--- src/rtl/regfile_write_arbiter.sv ---
// Register-file write-port arbiter for three requesters. Decodes the 8086 reg/w
// operand field into one-hot enables and sequences DX:AX double writes.
module regfile_write_arbiter #(
    parameter int unsigned PRIO_MODE = 0
) (
    input  logic        clk,
    input  logic        reset,
    input  logic [2:0]  req,
    input  logic [8:0]  reg_code,
    input  logic [2:0]  w,
    input  logic [2:0]  dbl,
    input  logic [2:0]  hi_src,
    input  logic [47:0] data,
    input  logic [47:0] data_hi,
    output logic [2:0]  ack,
    output logic [15:0] en_write,
    output logic [15:0] data_out,
    output logic        select_data_h_reg,
    output logic        busy
);

    typedef enum logic [1:0] {IDLE, WR1, WR2} state_e;

    state_e      state_q, state_d;
    logic [1:0]  win_q, win_d;
    logic [1:0]  ptr_q, ptr_d;
    logic [2:0]  ack_q, ack_d;
    logic [15:0] en_q, en_d;
    logic [15:0] dout_q, dout_d;
    logic        sel_q, sel_d;
    logic        busy_q, busy_d;

    logic [1:0]  pick;
    logic [2:0]  idx;

    // Per-requester fields; entry 3 is an unused zero pad so a 2-bit index is always in range.
    logic [2:0]  code_a [4];
    logic [15:0] data_a [4];
    logic [15:0] hi_a   [4];
    logic        w_a    [4];
    logic        dbl_a  [4];
    logic        hs_a   [4];

    assign code_a[0] = reg_code[2:0];
    assign code_a[1] = reg_code[5:3];
    assign code_a[2] = reg_code[8:6];
    assign code_a[3] = '0;
    assign data_a[0] = data[15:0];
    assign data_a[1] = data[31:16];
    assign data_a[2] = data[47:32];
    assign data_a[3] = '0;
    assign hi_a[0]   = data_hi[15:0];
    assign hi_a[1]   = data_hi[31:16];
    assign hi_a[2]   = data_hi[47:32];
    assign hi_a[3]   = '0;
    assign w_a[0]    = w[0];
    assign w_a[1]    = w[1];
    assign w_a[2]    = w[2];
    assign w_a[3]    = 1'b0;
    assign dbl_a[0]  = dbl[0];
    assign dbl_a[1]  = dbl[1];
    assign dbl_a[2]  = dbl[2];
    assign dbl_a[3]  = 1'b0;
    assign hs_a[0]   = hi_src[0];
    assign hs_a[1]   = hi_src[1];
    assign hs_a[2]   = hi_src[2];
    assign hs_a[3]   = 1'b0;

    function automatic logic [15:0] decode_en(input logic [2:0] code, input logic word);
        logic [3:0] pos;
        if (word) begin
            case (code)
                3'd0: pos = 4'd0;   // AX
                3'd1: pos = 4'd2;   // CX
                3'd2: pos = 4'd3;   // DX
                3'd3: pos = 4'd1;   // BX
                3'd4: pos = 4'd6;   // SP
                3'd5: pos = 4'd7;   // BP
                3'd6: pos = 4'd4;   // SI
                default: pos = 4'd5; // DI
            endcase
        end else begin
            case (code)
                3'd0: pos = 4'd12;  // AL
                3'd1: pos = 4'd14;  // CL
                3'd2: pos = 4'd15;  // DL
                3'd3: pos = 4'd13;  // BL
                3'd4: pos = 4'd8;   // AH
                3'd5: pos = 4'd10;  // CH
                3'd6: pos = 4'd11;  // DH
                default: pos = 4'd9; // BH
            endcase
        end
        return 16'h0001 << pos;
    endfunction

    // Winner selection; the round-robin loop scans from the farthest offset so the
    // nearest pending requester after the pointer is the last assignment.
    always_comb begin
        pick = 2'd0;
        idx  = '0;
        if (PRIO_MODE == 1) begin
            if (req[0])      pick = 2'd0;
            else if (req[1]) pick = 2'd1;
            else             pick = 2'd2;
        end else begin
            for (int unsigned k = 0; k < 3; k++) begin
                idx = {1'b0, ptr_q} + 3'(2 - k);
                if (idx >= 3'd3) idx = idx - 3'd3;
                if (req[idx[1:0]]) pick = idx[1:0];
            end
        end
    end

    always_comb begin
        state_d = state_q;
        win_d   = win_q;
        ptr_d   = ptr_q;
        ack_d   = '0;
        en_d    = '0;
        dout_d  = '0;
        sel_d   = 1'b0;
        unique case (state_q)
            IDLE: begin
                if (|req) begin
                    win_d   = pick;
                    ptr_d   = (pick == 2'd2) ? 2'd0 : pick + 2'd1;
                    state_d = WR1;
                    dout_d  = data_a[pick];
                    if (dbl_a[pick]) begin
                        en_d = 16'h0001;
                    end else begin
                        en_d  = decode_en(code_a[pick], w_a[pick]);
                        sel_d = !w_a[pick] && code_a[pick][2] && hs_a[pick];
                        ack_d = 3'b001 << pick;
                    end
                end
            end
            WR1: begin
                if (dbl_a[win_q]) begin
                    state_d = WR2;
                    en_d    = 16'h0008;
                    dout_d  = hi_a[win_q];
                    ack_d   = 3'b001 << win_q;
                end else begin
                    state_d = IDLE;
                end
            end
            WR2:     state_d = IDLE;
            default: state_d = IDLE;
        endcase
        busy_d = (state_d != IDLE);
    end

    always_ff @(posedge clk or posedge reset) begin
        if (reset) begin
            state_q <= IDLE;
            win_q   <= '0;
            ptr_q   <= '0;
            ack_q   <= '0;
            en_q    <= '0;
            dout_q  <= '0;
            sel_q   <= 1'b0;
            busy_q  <= 1'b0;
        end else begin
            state_q <= state_d;
            win_q   <= win_d;
            ptr_q   <= ptr_d;
            ack_q   <= ack_d;
            en_q    <= en_d;
            dout_q  <= dout_d;
            sel_q   <= sel_d;
            busy_q  <= busy_d;
        end
    end

    assign ack               = ack_q;
    assign en_write          = en_q;
    assign data_out          = dout_q;
    assign select_data_h_reg = sel_q;
    assign busy              = busy_q;

endmodule

--- config.mk ---
export PLATFORM = sky130hd
export DESIGN_NAME = regfile_write_arbiter
export DESIGN_NICKNAME = d
export VERILOG_FILES = /design/src/rtl/regfile_write_arbiter.sv
export SDC_FILE = /design/constraint.sdc
export NUM_CORES = 1
export LEC_CHECK = 0
export BUFFER_PORTS_ARGS = -buffer_cell sky130_fd_sc_hd__buf_4
export CAP_MARGIN = 20
export CORE_UTILIZATION = 30
export CTS_CLUSTER_DIAMETER = 150
export CTS_CLUSTER_SIZE = 12
export DETAILED_ROUTE_END_ITERATION = 10
export PLACE_DENSITY_LB_ADDON = 0.05
export RECOVER_POWER = 25
export SLEW_MARGIN = 15
export SYNTH_ARGS = -nofsm -noshare
export SYNTH_HDL_FRONTEND = slang
export SYNTH_SLANG_ARGS = --single-unit
--- constraint.sdc ---
create_clock -name clk -period 3.9 [get_ports clk]
set_clock_uncertainty 0.1 [all_clocks]
set_input_delay 0.78 -clock clk [delete_from_list [all_inputs] [get_ports clk]]
set_output_delay 0.78 -clock clk [all_outputs]
set_load 0.05 [all_outputs]
======== Word level (Yosys, flattened, before mapping) ========
Cells that the tools add are included.
storage, ports and cells
  register bits after elaboration ......... 43
  input bits .............................. 119
  output and inout port bits .............. 37
cells by class
  add/subtract/negate cells ............... 6
  $lt $le $gt $ge ......................... 8
  equal/unequal tests ..................... 8
  shift operators ......................... 3
  muxes and demuxes ....................... 57
  bitwise logic cells ..................... 2
  reduce and logical (&&, ||, !) cells .... 8
operators by type and width
  operator                                                           count
  2-to-1 mux 16 bit                                                  8
  binary-select mux 16 bit (select 2 bit)                            2
  case mux 16 bit (2 select lines)                                   2
  case mux 3 bit (7 select lines)                                    2
  2-to-1 mux 4 bit                                                   5
  2-to-1 mux 2 bit                                                   9
  << shifter 1 x 4 -> 16 bit, first input constant                   1
  2-to-1 mux 3 bit                                                   5
  binary-select mux 1 bit (select 2 bit)                             7
  2-to-1 mux 1 bit                                                   14
  equality test 3 bit, second input constant                         3
  < comparator 2 x 3 -> 1 bit, second input constant                 3
  binary-select mux 3 bit (select 2 bit)                             1
  equality test 3 x 2 -> 1 bit, second input constant                2
  greater-or-equal comparator 3 x 2 -> 1 bit, second input constant  2
  greater-or-equal comparator 3 bit, second input constant           2
  inverter 2 -> 3 bit                                                2
  case mux 3 bit (2 select lines)                                    1
  << shifter 1 x 2 -> 3 bit, first input constant                    2
  subtractor 2 bit, second input constant                            3
  case mux 2 bit (2 select lines)                                    1
  adder 2 x 1 -> 3 bit, second input constant                        1
  adder 2 x 2 -> 3 bit, second input constant                        1
  equality test 3 x 1 -> 1 bit, second input constant                1
  other kinds (11)                                                   12

======== Depth between registers and ports, before layout ========
Gate-level depths: netlist (run 1).
  depth in word-level cells ............... 22
  depth in mapped cells ................... 16
  gate-level depth less buffers ........... 14

======== Worst setup path before layout (run 1) ========
No wires, ideal clock.
  kind .................................... input -> register
  start point ............................. in req[1]
  end point ............................... reg en_q[4] (netlist: en_write[4])
  setup time .............................. 78 ps
  arrival time ............................ 3,176 ps
  slack ................................... 545 ps
  stages on the path ...................... 13
  cell sequence ........................... nor3b_1 > a211oi_1 > or2_1 > buf_2 > nor3_2 > buf_2 > nand2_1 > nand2_1 > inv_1 > ha_1 > nor4_1 > nand3_1 > a21oi_1
on the way
  word-level cells in the longest chain between the ends .. 19
  elaborated cells on any way between the ends .. 37
  classes of those cells .................. eq/ne (6); shift (1); mux (27); bitwise (1); reduce/logical (2)
RTL lines
  what                                                       line      RTL
  start: declaration                                         8         input logic [2:0] req,
  binary-select mux 1 bit (select 2 bit)                     110       if (req[idx[1:0]]) pick = idx[1:0];
  2-to-1 mux 1 bit (not written as such)                     110
  2-to-1 mux 2 bit (3 in series)                             110
  inverter 2 -> 3 bit (not written as such)                  130, 133
  binary-select mux 3 bit (select 2 bit)                     133       en_d = decode_en(code_a[pick], w_a[pick]);
  2-to-1 mux 3 bit (not written as such) (2 in series)       133
  equality test 3 bit (tied with other cells)                72, 83
  case mux 3 bit (7 select lines), on equally long branches  83, 72
  2-to-1 mux 4 bit                                           71        if (word) begin
  2-to-1 mux 4 bit                                           130       if (dbl_a[pick]) begin
  2-to-1 mux 4 bit                                           125       if (|req) begin
  2-to-1 mux 4 bit                                           123       unique case (state_q)
  << shifter 1 x 4 -> 16 bit                                 94        return 16'h0001 << pos;
  2-to-1 mux 16 bit                                          130
  2-to-1 mux 16 bit (*)                                      125
  case mux 16 bit (2 select lines) (*)                       123
  named net en_d[4]                                          28        logic [15:0] en_q, en_d;
  end signal: assignment                                     170       en_q <= en_d;
  end: declaration                                           28
Mark *: on every way through the listed nets, which the timed path passes. The rest lies on a longest branch. The select of a mux whose other input is x is not followed.
A chain may end at the register's enable or synchronous reset.

======== Worst setup path after layout (run 1) ========
  start point ............................. reg ptr_q[1]
  end point ............................... reg en_q[4] (netlist: en_write[4])
on the way
  word-level cells in the longest chain between the ends .. 22
  elaborated cells on any way between the ends .. 47
  classes of those cells .................. add/sub (5); order compare (3); eq/ne (6); shift (1); mux (30); bitwise (1); reduce/logical (1)
RTL lines
  what                                                                                   line      RTL
  start: declaration                                                                     26        logic [1:0] ptr_q, ptr_d;
  start signal: assignment                                                               168       ptr_q <= ptr_d;
  adder 2 x 2 -> 3 bit                                                                   108       idx = {1'b0, ptr_q} + 3'(2 - k);
  greater-or-equal comparator 3 x 2 -> 1 bit / subtractor 2 bit (equally long branches)  109       if (idx >= 3'd3) idx = idx - 3'd3;
  2-to-1 mux 2 bit                                                                       109
  binary-select mux 1 bit (select 2 bit)                                                 110
  2-to-1 mux 1 bit (not written as such)                                                 110
  2-to-1 mux 2 bit (2 in series)                                                         110
  2-to-1 mux 2 bit (*)                                                                   110
  inverter 2 -> 3 bit (not written as such) (*)                                          130, 133
  [6 not listed]                                                                         --
  2-to-1 mux 4 bit                                                                       130
  2-to-1 mux 4 bit                                                                       125
  2-to-1 mux 4 bit                                                                       123
  << shifter 1 x 4 -> 16 bit                                                             94
  2-to-1 mux 16 bit (*)                                                                  130
  2-to-1 mux 16 bit (*)                                                                  125
  case mux 16 bit (2 select lines) (*)                                                   123
  named net en_d[4]                                                                      28
Marked as above.

==> results of run 1 <==
-- cell families (layout without fill, tap and decap cells) --
group	count (synthesis)	after routing	synth area share, %
and+or+nand+nor	104	104	19.9
AOI/OAI and AO/OA	77	77	20.9
DFF	43	43	40.6
muxes	29	29	11.4
buffers and inverters	25	181	3.87
adders and majority gates	7	7	3.30
-- synth_stat cells (all sizes together), types with 2 or more instances --
master,instances
a211o,3
a211oi,2
a21oi,20
a221o,8
a221oi,2
a22oi,9
and2,3
buf,9
clkbuf,7
dfrtp,43
ha,7
inv,8
mux2,10
mux2i,19
nand2,41
nand2b,3
nand3,3
nand3b,5
nor2,20
nor2b,5
nor3,8
nor4,5
nor4b,4
o21ai,16
o22ai,9
o32ai,3
or2,2
-- layout make-up --
| cell class | instances | area (um^2) |
|---|---|---|
| inverter | 9 | 33.8 |
| clock inverter | 3 | 23.8 |
| multi-input combinational | 217 | 1480 |
| fill | 828 | 4340 |
| tap | 105 | 131 |
| sequential | 43 | 1080 |
| timing repair buffer | 164 | 1230 |
| clock buffer | 5 | 68.8 |
-- tightest hold or removal path, cell delays in order, from the launching register on --
cell and delay [ns]:
dfrtp_1 0.37, nand2_1 0.05, o21ai_0 0.07
-- power breakdown --
part           switching (W)  internal (W)
registers          0.0000467      0.000588
logic                0.00133      0.000725
clock network       0.000170      0.000128
total                0.00154       0.00144
-- worst max-delay path by stage --
stage / cells after the start / end / startpoint
6_report: 13 / en_write[4]$_DFF_PP0_ / ptr_q[1]$_DFFE_PP0P_
2_1_floorplan: 13 / en_write[4]$_DFF_PP0_ / req[1]
4_1_cts: 13 / en_write[4]$_DFF_PP0_ / ptr_q[1]$_DFFE_PP0P_
3_3_place_gp: 12 / en_write[4]$_DFF_PP0_ / req[0]
5_1_grt: 14 / en_write[4]$_DFF_PP0_ / ptr_q[0]$_DFFE_PP0P_
3_5_place_dp: 12 / en_write[4]$_DFF_PP0_ / req[2]
-- through the flow --
| step | hold WS [ns] | cell area (um^2) | total power, W | cells | worst slack (ns) |
|---|---|---|---|---|---|
| 3_5_place_dp | 0.413 | 3950 | 0.00271 | 538 | 0.278 |
| 2_1_floorplan | 0.378 | 2650 | 0.00209 | 285 | 0.545 |
| 4_1_cts | 0.438 | 4040 | 0.00302 | 546 | 0.381 |
| 6_report | 0.432 | 4040 | 0.00298 | 546 | 0.401 |
| 3_3_place_gp | 0.431 | 3950 | 0.00269 | 538 | 0.372 |
| 5_1_grt | 0.508 | 4040 | 0.00321 | 546 | 0.0681 |
-- layer usage --
layer  vias up  wire length [um]  GRT usage [%]
li1       1357                 -              -
met1      1272              3710           24.6
met2       103              4270           31.7
met3        13               587           5.06
met4         0               145           5.47
met5         -                 0              0
==> metrics.md, run 1 <==
| Metric | Value |
|---|---|
| Mapped Cells | `285` |
| Global route total overflow | `0` |
| Hold Crit Endpoint | `ptr_q[0]$_DFFE_PP0P_` |
| Initial antenna violation count | `0` |
| Cts bufs inserted | `5` |
| Pwr/cell area | `738 nW/um^2` |
| CTS clk-pin slew, worst paths | `0.08 ns` |
| Crit. End Element | `flip-flop` |
| Avg Cell Area, Syn | `9.30 um^2` |
| Mapped Area | `2650 um^2` |
| Vias per inst | `5.03` |
| Synth Flop Type | `dfrtp_1` |
| Routed length per instance | `16.0 um` |
| Post-CTS resize count | `0` |
| Share of cells above drive strength 1 | `42.4%` |
| Die span in x | `96.0 um` |
| RSZ-0062 raised after global routing | `false` |
| CP top delay family | `simple AND/OR/NAND/NOR gates` |
| Status | `finished, violations left` |
| Post-synth EDFFs | `0` |
| Worst Hold Depth | `2` |
| Crit-path slowest cell | `nor4_1` |
| First-pass GRT wire length | `13300 um` |
| CP cell instances | `inv_1 -> ha_1 -> mux2i_1 -> o21ai_1 -> or2_1 -> nor3_2 -> nand2_1 -> nand2_1 -> inv_1 -> ha_1 -> nor4_1 -> nand3_1 -> a21oi_1` |
| Largest net degree at the start of global routing | `44` |
| Worst r2r path cells | `13` |
| Core outline area | `8380 um^2` |
| H-tree lvl count | `2` |
| Hold/Removal Path Class | `flip-flop to flip-flop` |
| Fin. max-slew vios | `44` |
| RR Startpoint | `ptr_q[1]$_DFFE_PP0P_` |
| Worst slew pin tran | `1.67 ns` |
| Synth top area share | `40.6%` |
| Reg-to-reg slack, setup | `0.40 ns` |
| Placement Rows | `33` |
| Most common cell after layout, fill and taps aside | `buf_4` |
| Die Height | `96.0 um` |
| DRC viols | `0` |
| Drt initial violations | `83` |
| Area Growth Syn to Fin | `52.5%` |
| LEAKAGE | `1.97 nW` |
| Final period util | `89.7%` |
| CP arrival | `3.62 ns` |
| Clock tree from TritonCTS | `yes` |
| Ys Warns | `0` |
| Most frequent cells in the layout | `buf_4, dfrtp_1, nand2_1, a21oi_1` |
| Synth Net Count | `411` |
| Final HPWL DP | `6500 um` |
| Pre-antenna DRT Iters | `4` |
| Fraction of registers with async set/reset | `100%` |
| ANT nets after route | `0` |
| Critical Path RT | `4.02 ns` |
| IO Port Bufs | `155` |
| Final hold vios | `0` |
| Number of I/O pins | `156` |
| RR Endpoint | `en_write[4]$_DFF_PP0_` |
| #FFs+latches synth | `43` |
| Final core occ | `48.2%` |
| Vias in the first global route | `2641` |
| Clk buf depth | `2` |
| Later-pin clock latency in the skew report | `0.30 ns` |
| Synth unique cells | `49` |
| Initial core utilization | `31.6%` |
| Crit-path max FO | `7` |
| Vias | `2745` |
| Maximum VDD drop | `0.336 mV` |
| Final setup TNS | `0 ns` |
| Largest stage delay, worst path | `0.54 ns` |
| Startpoint Class | `flip-flop` |
| Minimum clock period | `3.50 ns` |
| Relative slew slack | `-11.2%` |
| NumNets Final | `566` |
| Synth area leader | `dfrtp_1` |
| Cells taking the most area after synthesis | `dfrtp_1, mux2i_1, nand2_1, a21oi_1, ha_1` |
| Buf/Inv on CP | `2` |
| Sequential element share of the synthesized area | `40.6%` |
| Die area | `9210 um^2` |
| # diodes | `0` |
| Hold_buf cts | `0` |
| Crit path kind | `flip-flop to flip-flop` |
| Worst min-delay path startpoint | `ptr_q[0]$_DFFE_PP0P_` |
| Fmax achieved | `286 MHz` |
| Total GRT Usage | `19.2%` |
| Clock Tree Root | `clkbuf_8` |
| MaxCap Viol Count | `1` |
| Failing checks | `max-capacitance violations, max-slew violations` |
| Post-Route WL | `8710 um` |
| RD Place Congestion | `0.868` |
| Setup bufs post-CTS | `0` |
| # setup viols final | `0` |
| Clock sink total | `43` |
No activity file was read; power rests on OpenSTA's default activity.
==> run 2: changes to the inputs <==
Settings changed: ABC_AREA from default to 1.
==> run 2 against run 1 <==
Worst hold slack improved by 0.023 ns. Sequential share of layout area rose by 0.19 points. Synthesized area fell by 0.90%. Combinational power up 43%. The run still ends with max-capacitance violations, max-slew violations left. Highest routed layer unchanged. Critical path depth rose by 8. Sequential power grew 5.8%. Fmax rose by 9.6%. Total power is 33% higher. Clock power rose by 22%. Register-to-register slack better by 0.31 ns.
==> metrics.md, run 2 <==
| Metric | Value |
|---|---|
| Later-pin clock latency in the skew report | `0.30 ns (about the same)` |
| Global route total overflow | `0 (unchanged)` |
| CTS clk-pin slew, worst paths | `0.09 ns (was 0.08 ns)` |
| Most common cell on crit path | `nand2_1` |
| Worst slew pin tran | `1.63 ns (was 1.67 ns)` |
| Cells taking the most area after synthesis | `dfrtp_1, nand2_1, nand3_1, nor2_1, inv_1 (was dfrtp_1, mux2i_1, nand2_1, a21oi_1, ha_1)` |
| Post-CTS resize count | `0 (unchanged)` |
| Vias | `2883 (was 2745)` |
| Pre-antenna DRT Iters | `4 (unchanged)` |
| Relative slew slack | `-9.02% (was -11.2%)` |
| RD Place Congestion | `0.802 (was 0.868)` |
| Die area | `9130 um^2 (was 9210 um^2)` |
| CP arrival | `3.31 ns (was 3.62 ns)` |
| Most common cell after layout, fill and taps aside | `buf_4 (unchanged)` |
| Setup bufs post-CTS | `0 (unchanged)` |
| MaxCap Viol Count | `1 (unchanged)` |
| Largest stage delay, worst path | `0.37 ns (was 0.54 ns)` |
| Routed length per instance | `14.3 um (was 16.0 um)` |
| Crit path kind | `flip-flop to flip-flop (unchanged)` |
| H-tree lvl count | `2 (unchanged)` |
| # setup viols final | `0 (unchanged)` |
| Number of I/O pins | `156 (unchanged)` |
| Hold/Removal Path Class | `flip-flop to flip-flop (unchanged)` |
| Total GRT Usage | `18.4% (was 19.2%)` |
| Clock Tree Root | `clkbuf_8 (unchanged)` |
| Failing checks | `max-capacitance violations, max-slew violations (unchanged)` |
| Crit-path slowest cell | `dfrtp_1 (was nor4_1)` |
| Most frequent cells in the layout | `buf_4, nand2_1, dfrtp_1, nand3_1, nor2_1 (was buf_4, dfrtp_1, nand2_1, a21oi_1)` |
| Pwr/cell area | `987 nW/um^2 (was 738 nW/um^2)` |
| Initial antenna violation count | `0 (unchanged)` |
| Synth area leader | `dfrtp_1 (unchanged)` |
| Die Height | `95.6 um (was 96.0 um)` |
| Vias per inst | `4.72 (was 5.03)` |
| Synth unique cells | `33 (was 49)` |
| Vias in the first global route | `2549 (was 2641)` |
| RR Startpoint | `ptr_q[0]$_DFFE_PP0P_ (was ptr_q[1]$_DFFE_PP0P_)` |
| DRC viols | `0 (unchanged)` |
| Fmax achieved | `313 MHz (was 286 MHz)` |
| Die span in x | `95.6 um (was 96.0 um)` |
| Placement Rows | `33 (unchanged)` |
| Mapped Cells | `350 (was 285)` |
| Placed cell count | `603 (was 538)` |
| RSZ-0062 raised after global routing | `false (unchanged)` |
| First-pass GRT wire length | `12600 um (was 13300 um)` |
| CP cell instances | `inv_1 -> ha_1 -> inv_2 -> nand2_1 -> nand3_1 -> nand2_1 -> nand2_1 -> nand3_2 -> nand3_1 -> nand2_1 -> nand2_1 -> inv_1 -> ha_1 -> nor2_1 -> inv_1 -> or3_1 -> nand2_2 -> nor2_2 -> nor2_4 -> nand3_1 -> o21ai_1 (was inv_1 -> ha_1 -> mux2i_1 -> o21ai_1 -> or2_1 -> nor3_2 -> nand2_1 -> nand2_1 -> inv_1 -> ha_1 -> nor4_1 -> nand3_1 -> a21oi_1)` |
| Largest net degree at the start of global routing | `44 (unchanged)` |
| NumNets Final | `631 (was 566)` |
| Status | `finished, violations left (unchanged)` |
| Reg-to-reg slack, setup | `0.71 ns (was 0.40 ns)` |
| Hold Crit Endpoint | `win_q[1]$_DFFE_PP0P_ (was ptr_q[0]$_DFFE_PP0P_)` |
| Avg Cell Area, Syn | `7.50 um^2 (was 9.30 um^2)` |
| Worst r2r path cells | `21 (was 13)` |
| Synth Flop Type | `dfrtp_1 (unchanged)` |
| Minimum clock period | `3.19 ns (was 3.50 ns)` |
| Synth Net Count | `476 (was 411)` |
| LEAKAGE | `2.18 nW (was 1.97 nW)` |
| Clock sink total | `43 (unchanged)` |
| Drt initial violations | `103 (was 83)` |
| IO Port Bufs | `155 (unchanged)` |
| ANT nets after route | `0 (unchanged)` |
| Final setup TNS | `0 ns (unchanged)` |
| Crit. End Element | `flip-flop (unchanged)` |
| Initial core utilization | `31.5% (was 31.6%)` |
| Sequential element share of the synthesized area | `41.0% (was 40.6%)` |
| Share of cells above drive strength 1 | `39.3% (was 42.4%)` |
| Worst min-delay path startpoint | `win_q[1]$_DFFE_PP0P_ (was ptr_q[0]$_DFFE_PP0P_)` |
| Synth top area share | `41.0% (was 40.6%)` |
| Fin cells | `611 (was 546)` |
| Final HPWL DP | `6780 um (was 6500 um)` |
| Crit-path max FO | `11 (was 7)` |
| RR Endpoint | `en_write[3]$_DFF_PP0_ (was en_write[4]$_DFF_PP0_)` |
| Worst Hold Depth | `2 (unchanged)` |
| Post-synth top cells | `nand2_1, dfrtp_1, nand3_1, nor2_1, inv_1 (was dfrtp_1, nand2_1, a21oi_1, nor2_1, mux2i_1)` |
| Final hold vios | `0 (unchanged)` |
| Hold_buf cts | `0 (unchanged)` |
| Startpoint Class | `flip-flop (unchanged)` |
| Clk buf depth | `2 (unchanged)` |
| Ys Warns | `0 (unchanged)` |
| Core outline area | `8340 um^2 (was 8380 um^2)` |
| Clock tree from TritonCTS | `yes (unchanged)` |
| Final Hold Slack | `0.454 ns (was 0.432 ns)` |
| Post-synth EDFFs | `0 (unchanged)` |
| Maximum VDD drop | `0.459 mV (was 0.336 mV)` |
| Post-Route WL | `8710 um (about the same)` |
| Mapped Area | `2630 um^2 (was 2650 um^2)` |
| Fraction of registers with async set/reset | `100% (unchanged)` |
| # diodes | `0 (unchanged)` |
| #FFs+latches synth | `43 (unchanged)` |
| Final period util | `81.8% (was 89.7%)` |
| Fin. max-slew vios | `44 (unchanged)` |
| Most common cell in the synthesized netlist | `nand2_1 (was dfrtp_1)` |
| Area Growth Syn to Fin | `52.8% (was 52.5%)` |
| Critical Path RT | `4.02 ns (about the same)` |
| Cts bufs inserted | `5 (unchanged)` |
==> run 2: cell count changes after synthesis, moves of 8 or more <==
cell     previous run  this run
nand2_1            40        93
nand3_1             2        36
inv_1               6        30
mux2i_1            19         0
nor2_1             20        34
a21oi_1            20         9
inv_2               2        13
nand4_1             1        12
a221o_1             8         0
==> run 2: where the power goes <==
group | switching [W] | internal [W]
logic | 0.00202 | 0.000909
registers | 0.0000569 | 0.000615
clock network | 0.000169 | 0.000194
==> run 2: critical path: cells and delay by family, from the launching register on <==
kind                       cells  cell delay, ns
AOI/OAI and AO/OA              1            0.12
and+or+nand+nor               14            1.65
adders and majority gates      2            0.56
DFF                            1            0.37
buffers and inverters          4            0.31
==> run 2: cells by family (layout without fill, tap and decap cells) <==
kind of cell,after synthesis,in the layout,synth area share [%]
and+or+nand+nor,195,195,34.1
buffers and inverters,55,211,8.48
AOI/OAI and AO/OA,50,50,13.1
DFF,43,43,41.0
adders and majority gates,7,7,3.33
==> run 2: layout make-up <==
type                    count  area (um^2)
clock buffers               5         68.8
clock inverters             3         47.5
fillers                   870         4330
inverters                  43          161
multi-input cells         252         1330
flip-flops and latches     43         1080
well taps                 105          131
repair buffers            160         1200
==> run 2: worst max path at each step <==
| stage | from | end | slack [ns] | cells past startpoint |
|---|---|---|---|---|
| 3_5_place_dp | req[0] | en_write[3]$_DFF_PP0_ | 0.63 | 20 |
| 2_1_floorplan | req[0] | en_write[3]$_DFF_PP0_ | 1.01 | 19 |
| 5_1_grt | ptr_q[0]$_DFFE_PP0P_ | en_write[3]$_DFF_PP0_ | 0.38 | 21 |
| 3_3_place_gp | req[1] | en_write[3]$_DFF_PP0_ | 0.73 | 20 |
| 6_report | ptr_q[0]$_DFFE_PP0P_ | en_write[3]$_DFF_PP0_ | 0.71 | 21 |
| 4_1_cts | ptr_q[0]$_DFFE_PP0P_ | en_write[3]$_DFF_PP0_ | 0.72 | 21 |
==> run 2: metal layers <==
metal  part of all wire (%)  track usage [%]  vias up  wire, um
li1                       -                -     1469         -
met1                     44             23.4     1306      3790
met2                     49             32.0      102      4270
met3                    6.6             3.59        6       579
met4                   0.79             4.10        0        69
met5                      0                0        -         0
==> run 2: stage by stage <==
stage	setup WS, ns	util (%)	power (W)	area (um^2)
3_5_place_dp	0.633	46.8	0.00364	3900
4_1_cts	0.717	48.2	0.00401	4020
5_1_grt	0.380	48.1	0.00433	4010
3_3_place_gp	0.726	46.8	0.00361	3900
6_report	0.708	48.1	0.00396	4010
2_1_floorplan	1.01	-	0.00286	2630
==> run 3: changes to the inputs <==
Clock period 3.9 ns to 3.3 ns, I/O delays scaled along.
==> run 3 against run 2 <==
The flow still finishes with violations (max-capacitance violations, max-slew violations). Register-to-register slack got worse by 0.37 ns. Combinational power grew 21%. Via count barely moved. Clock-buffer cell count grew 1. Clock power increased by 20%. Die area stayed put. Critical path depth decreased by 2. Total power increased by 20%. Cell area is 1.4% higher. Critical path type unchanged. Critical endpoint unchanged.
==> metrics.md, run 3 (synthesis results as in run 2) <==
| Metric | Value |
|---|---|
| Cts bufs inserted | `5 (unchanged)` |
| CP arrival | `3.08 ns (was 3.31 ns)` |
| Startpoint Class | `flip-flop (unchanged)` |
| Storage cell area | `1080 um^2 (unchanged)` |
| H-tree lvl count | `2 (unchanged)` |
| Vias in the first global route | `2696 (was 2549)` |
| IO Port Bufs | `155 (unchanged)` |
| Worst min-delay path startpoint | `win_q[1]$_DFFE_PP0P_ (unchanged)` |
| DRC viols | `0 (unchanged)` |
| Post-Route WL | `8770 um (was 8710 um)` |
| Later-pin clock latency in the skew report | `0.29 ns (was 0.30 ns)` |
| Crit path kind | `flip-flop to flip-flop (unchanged)` |
| Most common cell after layout, fill and taps aside | `buf_4 (unchanged)` |
| CTS clk-pin slew, worst paths | `0.08 ns (was 0.09 ns)` |
| Final hold vios | `0 (unchanged)` |
| Final period util | `89.7% (was 81.8%)` |
| Clk buf depth | `2 (unchanged)` |
| Vias per inst | `4.69 (was 4.72)` |
| Multi-input logic area | `1360 um^2 (was 1330 um^2)` |
| Most frequent cells in the layout | `buf_4, nand2_1, dfrtp_1, nand3_1, nor2_1 (unchanged)` |
| Clock sink total | `43 (unchanged)` |
| MaxCap Viol Count | `1 (unchanged)` |
| ANT nets after route | `0 (unchanged)` |
| Crit path launch | `ptr_q[1]$_DFFE_PP0P_ (was ptr_q[0]$_DFFE_PP0P_)` |
| Worst r2r path cells | `19 (was 21)` |
| Reg-to-reg slack, setup | `0.34 ns (was 0.71 ns)` |
| Clock tree from TritonCTS | `yes (unchanged)` |
| NumNets Final | `634 (was 631)` |
| Fmax achieved | `338 MHz (was 313 MHz)` |
| RR Endpoint | `en_write[3]$_DFF_PP0_ (unchanged)` |
| Failing checks | `max-capacitance violations, max-slew violations (unchanged)` |
| Worst slew pin tran | `1.66 ns (was 1.63 ns)` |
| Number of I/O pins | `156 (unchanged)` |
| Core outline area | `8340 um^2 (unchanged)` |
| Clock Tree Root | `clkbuf_8 (unchanged)` |
| RSZ-0062 raised after global routing | `false (unchanged)` |
| Pwr Total | `0.00477 W (was 0.00396 W)` |
| Die span in x | `95.6 um (unchanged)` |
| Fin. max-slew vios | `44 (unchanged)` |
| Minimum clock period | `2.96 ns (was 3.19 ns)` |
| Largest net degree at the start of global routing | `44 (unchanged)` |
| Initial core utilization | `31.5% (unchanged)` |
| Status | `finished, violations left (unchanged)` |
| Crit. End Element | `flip-flop (unchanged)` |
| Share of cells above drive strength 1 | `40.5% (was 39.3%)` |
| Hold/Removal Path Class | `flip-flop to flip-flop (unchanged)` |
| RD Place Congestion | `0.778 (was 0.802)` |
| RR Startpoint | `ptr_q[1]$_DFFE_PP0P_ (was ptr_q[0]$_DFFE_PP0P_)` |
| Drt initial violations | `84 (was 103)` |
| Final Hold Slack | `0.462 ns (was 0.454 ns)` |
| Final HPWL DP | `6800 um (was 6780 um)` |
| Pre-antenna DRT Iters | `4 (unchanged)` |
| Crit path capture | `en_write[3]$_DFF_PP0_ (unchanged)` |
| Critical Path RT | `3.42 ns (was 4.02 ns)` |
| Global route total overflow | `0 (unchanged)` |
| Routed length per instance | `14.3 um (about the same)` |
| Die area | `9130 um^2 (unchanged)` |
| Maximum VDD drop | `0.575 mV (was 0.459 mV)` |
| Area Growth Syn to Fin | `54.9% (was 52.8%)` |
| Placement Rows | `33 (unchanged)` |
| Die Height | `95.6 um (unchanged)` |
| # diodes | `0 (unchanged)` |
| Relative slew slack | `-10.9% (was -9.02%)` |
| Total GRT Usage | `18.6% (was 18.4%)` |
| Initial antenna violation count | `0 (unchanged)` |
| Crit-path max FO | `7 (was 11)` |
| LEAKAGE | `2.21 nW (was 2.18 nW)` |
| Pwr/cell area | `1170 nW/um^2 (was 987 nW/um^2)` |
| Final setup TNS | `0 ns (unchanged)` |
| # setup viols final | `0 (unchanged)` |
| First-pass GRT wire length | `12900 um (was 12600 um)` |
| Fillers | `867 (was 870)` |
| Vias | `2881 (was 2883)` |
==> run 3: changes by cell type in the layout (fill, tap and decap cells not counted), sizes merged <==
cell    before  now
inv         44   43
buf        158  161
clkbuf       7    8
==> run 3: critical path, cell delays in order, from the launching register on <==
cell,delay [ns]
dfrtp_1,0.43
inv_1,0.10
ha_2,0.24
inv_2,0.06
nand3_1,0.09
a21boi_2,0.21
nand3_4,0.12
nand3_1,0.09
nand2_1,0.06
nand2_1,0.10
inv_1,0.08
ha_1,0.21
nor2_1,0.10
inv_1,0.05
or3_1,0.31
nand2_2,0.10
nor2_2,0.05
nor2_4,0.15
nand3_1,0.11
o21ai_1,0.12
==> run 3: area by class of cell <==
type | count | share of cell area (%)
clock buffer | 6 | 2.03
clock inverter | 2 | 0.861
inverter | 43 | 3.97
multi-input combinational | 252 | 33.5
sequential | 43 | 26.5
tap | 105 | 3.23
timing repair buffer | 163 | 30.0
==> run 3: per-stage QoR <==
| step | area [um^2] | cells | utilization [%] | worst slack, ns |
|---|---|---|---|---|
| finish | 4070 | 614 | 48.8 | 0.340 |
| floorplan | 2630 | 350 | - | 0.447 |
| CTS | 4040 | 614 | 48.4 | 0.211 |
| detailed placement | 3920 | 606 | 47.0 | 0.236 |
| global route | 4070 | 614 | 48.8 | 0.0212 |
| global placement | 3920 | 606 | 47.0 | 0.318 |
==> run 3: what timing repair did <==
action                                  in CTS  in global routing
hold buffers                                 0                  0
resized for setup                            0                  6
endpoints found under the setup margin       0                 11
buffers inserted                             0                  0
==> run 3: power by group <==
| group | internal (W) | switching [W] | total, W |
|---|---|---|---|
| Sequential | 0.000727 | 0.0000691 | 0.000796 |
| Combinational | 0.00114 | 0.00240 | 0.00354 |
| Clock | 0.000245 | 0.000192 | 0.000437 |
==> run 3: how the worst min path moves through the flow <==
stage,depth (start not counted),slack (ns),end
floorplan,2,0.40,win_q[1]$_DFFE_PP0P_
global placement,2,0.44,win_q[1]$_DFFE_PP0P_
detailed placement,2,0.44,win_q[1]$_DFFE_PP0P_
CTS,3,0.46,data_out[10]$_DFF_PP0_
global route,3,0.48,data_out[4]$_DFF_PP0_
finish,2,0.46,win_q[1]$_DFFE_PP0P_
==> run 3: per-layer routing <==
metal / routed length (um) / part of all wire (%) / GRT usage [%]
met2: 4370 / 50 / 32.9
met4: 54 / 0.62 / 4.48
met3: 647 / 7.4 / 3.75
met1: 3690 / 42 / 23.1
met5: 0 / 0 / 0
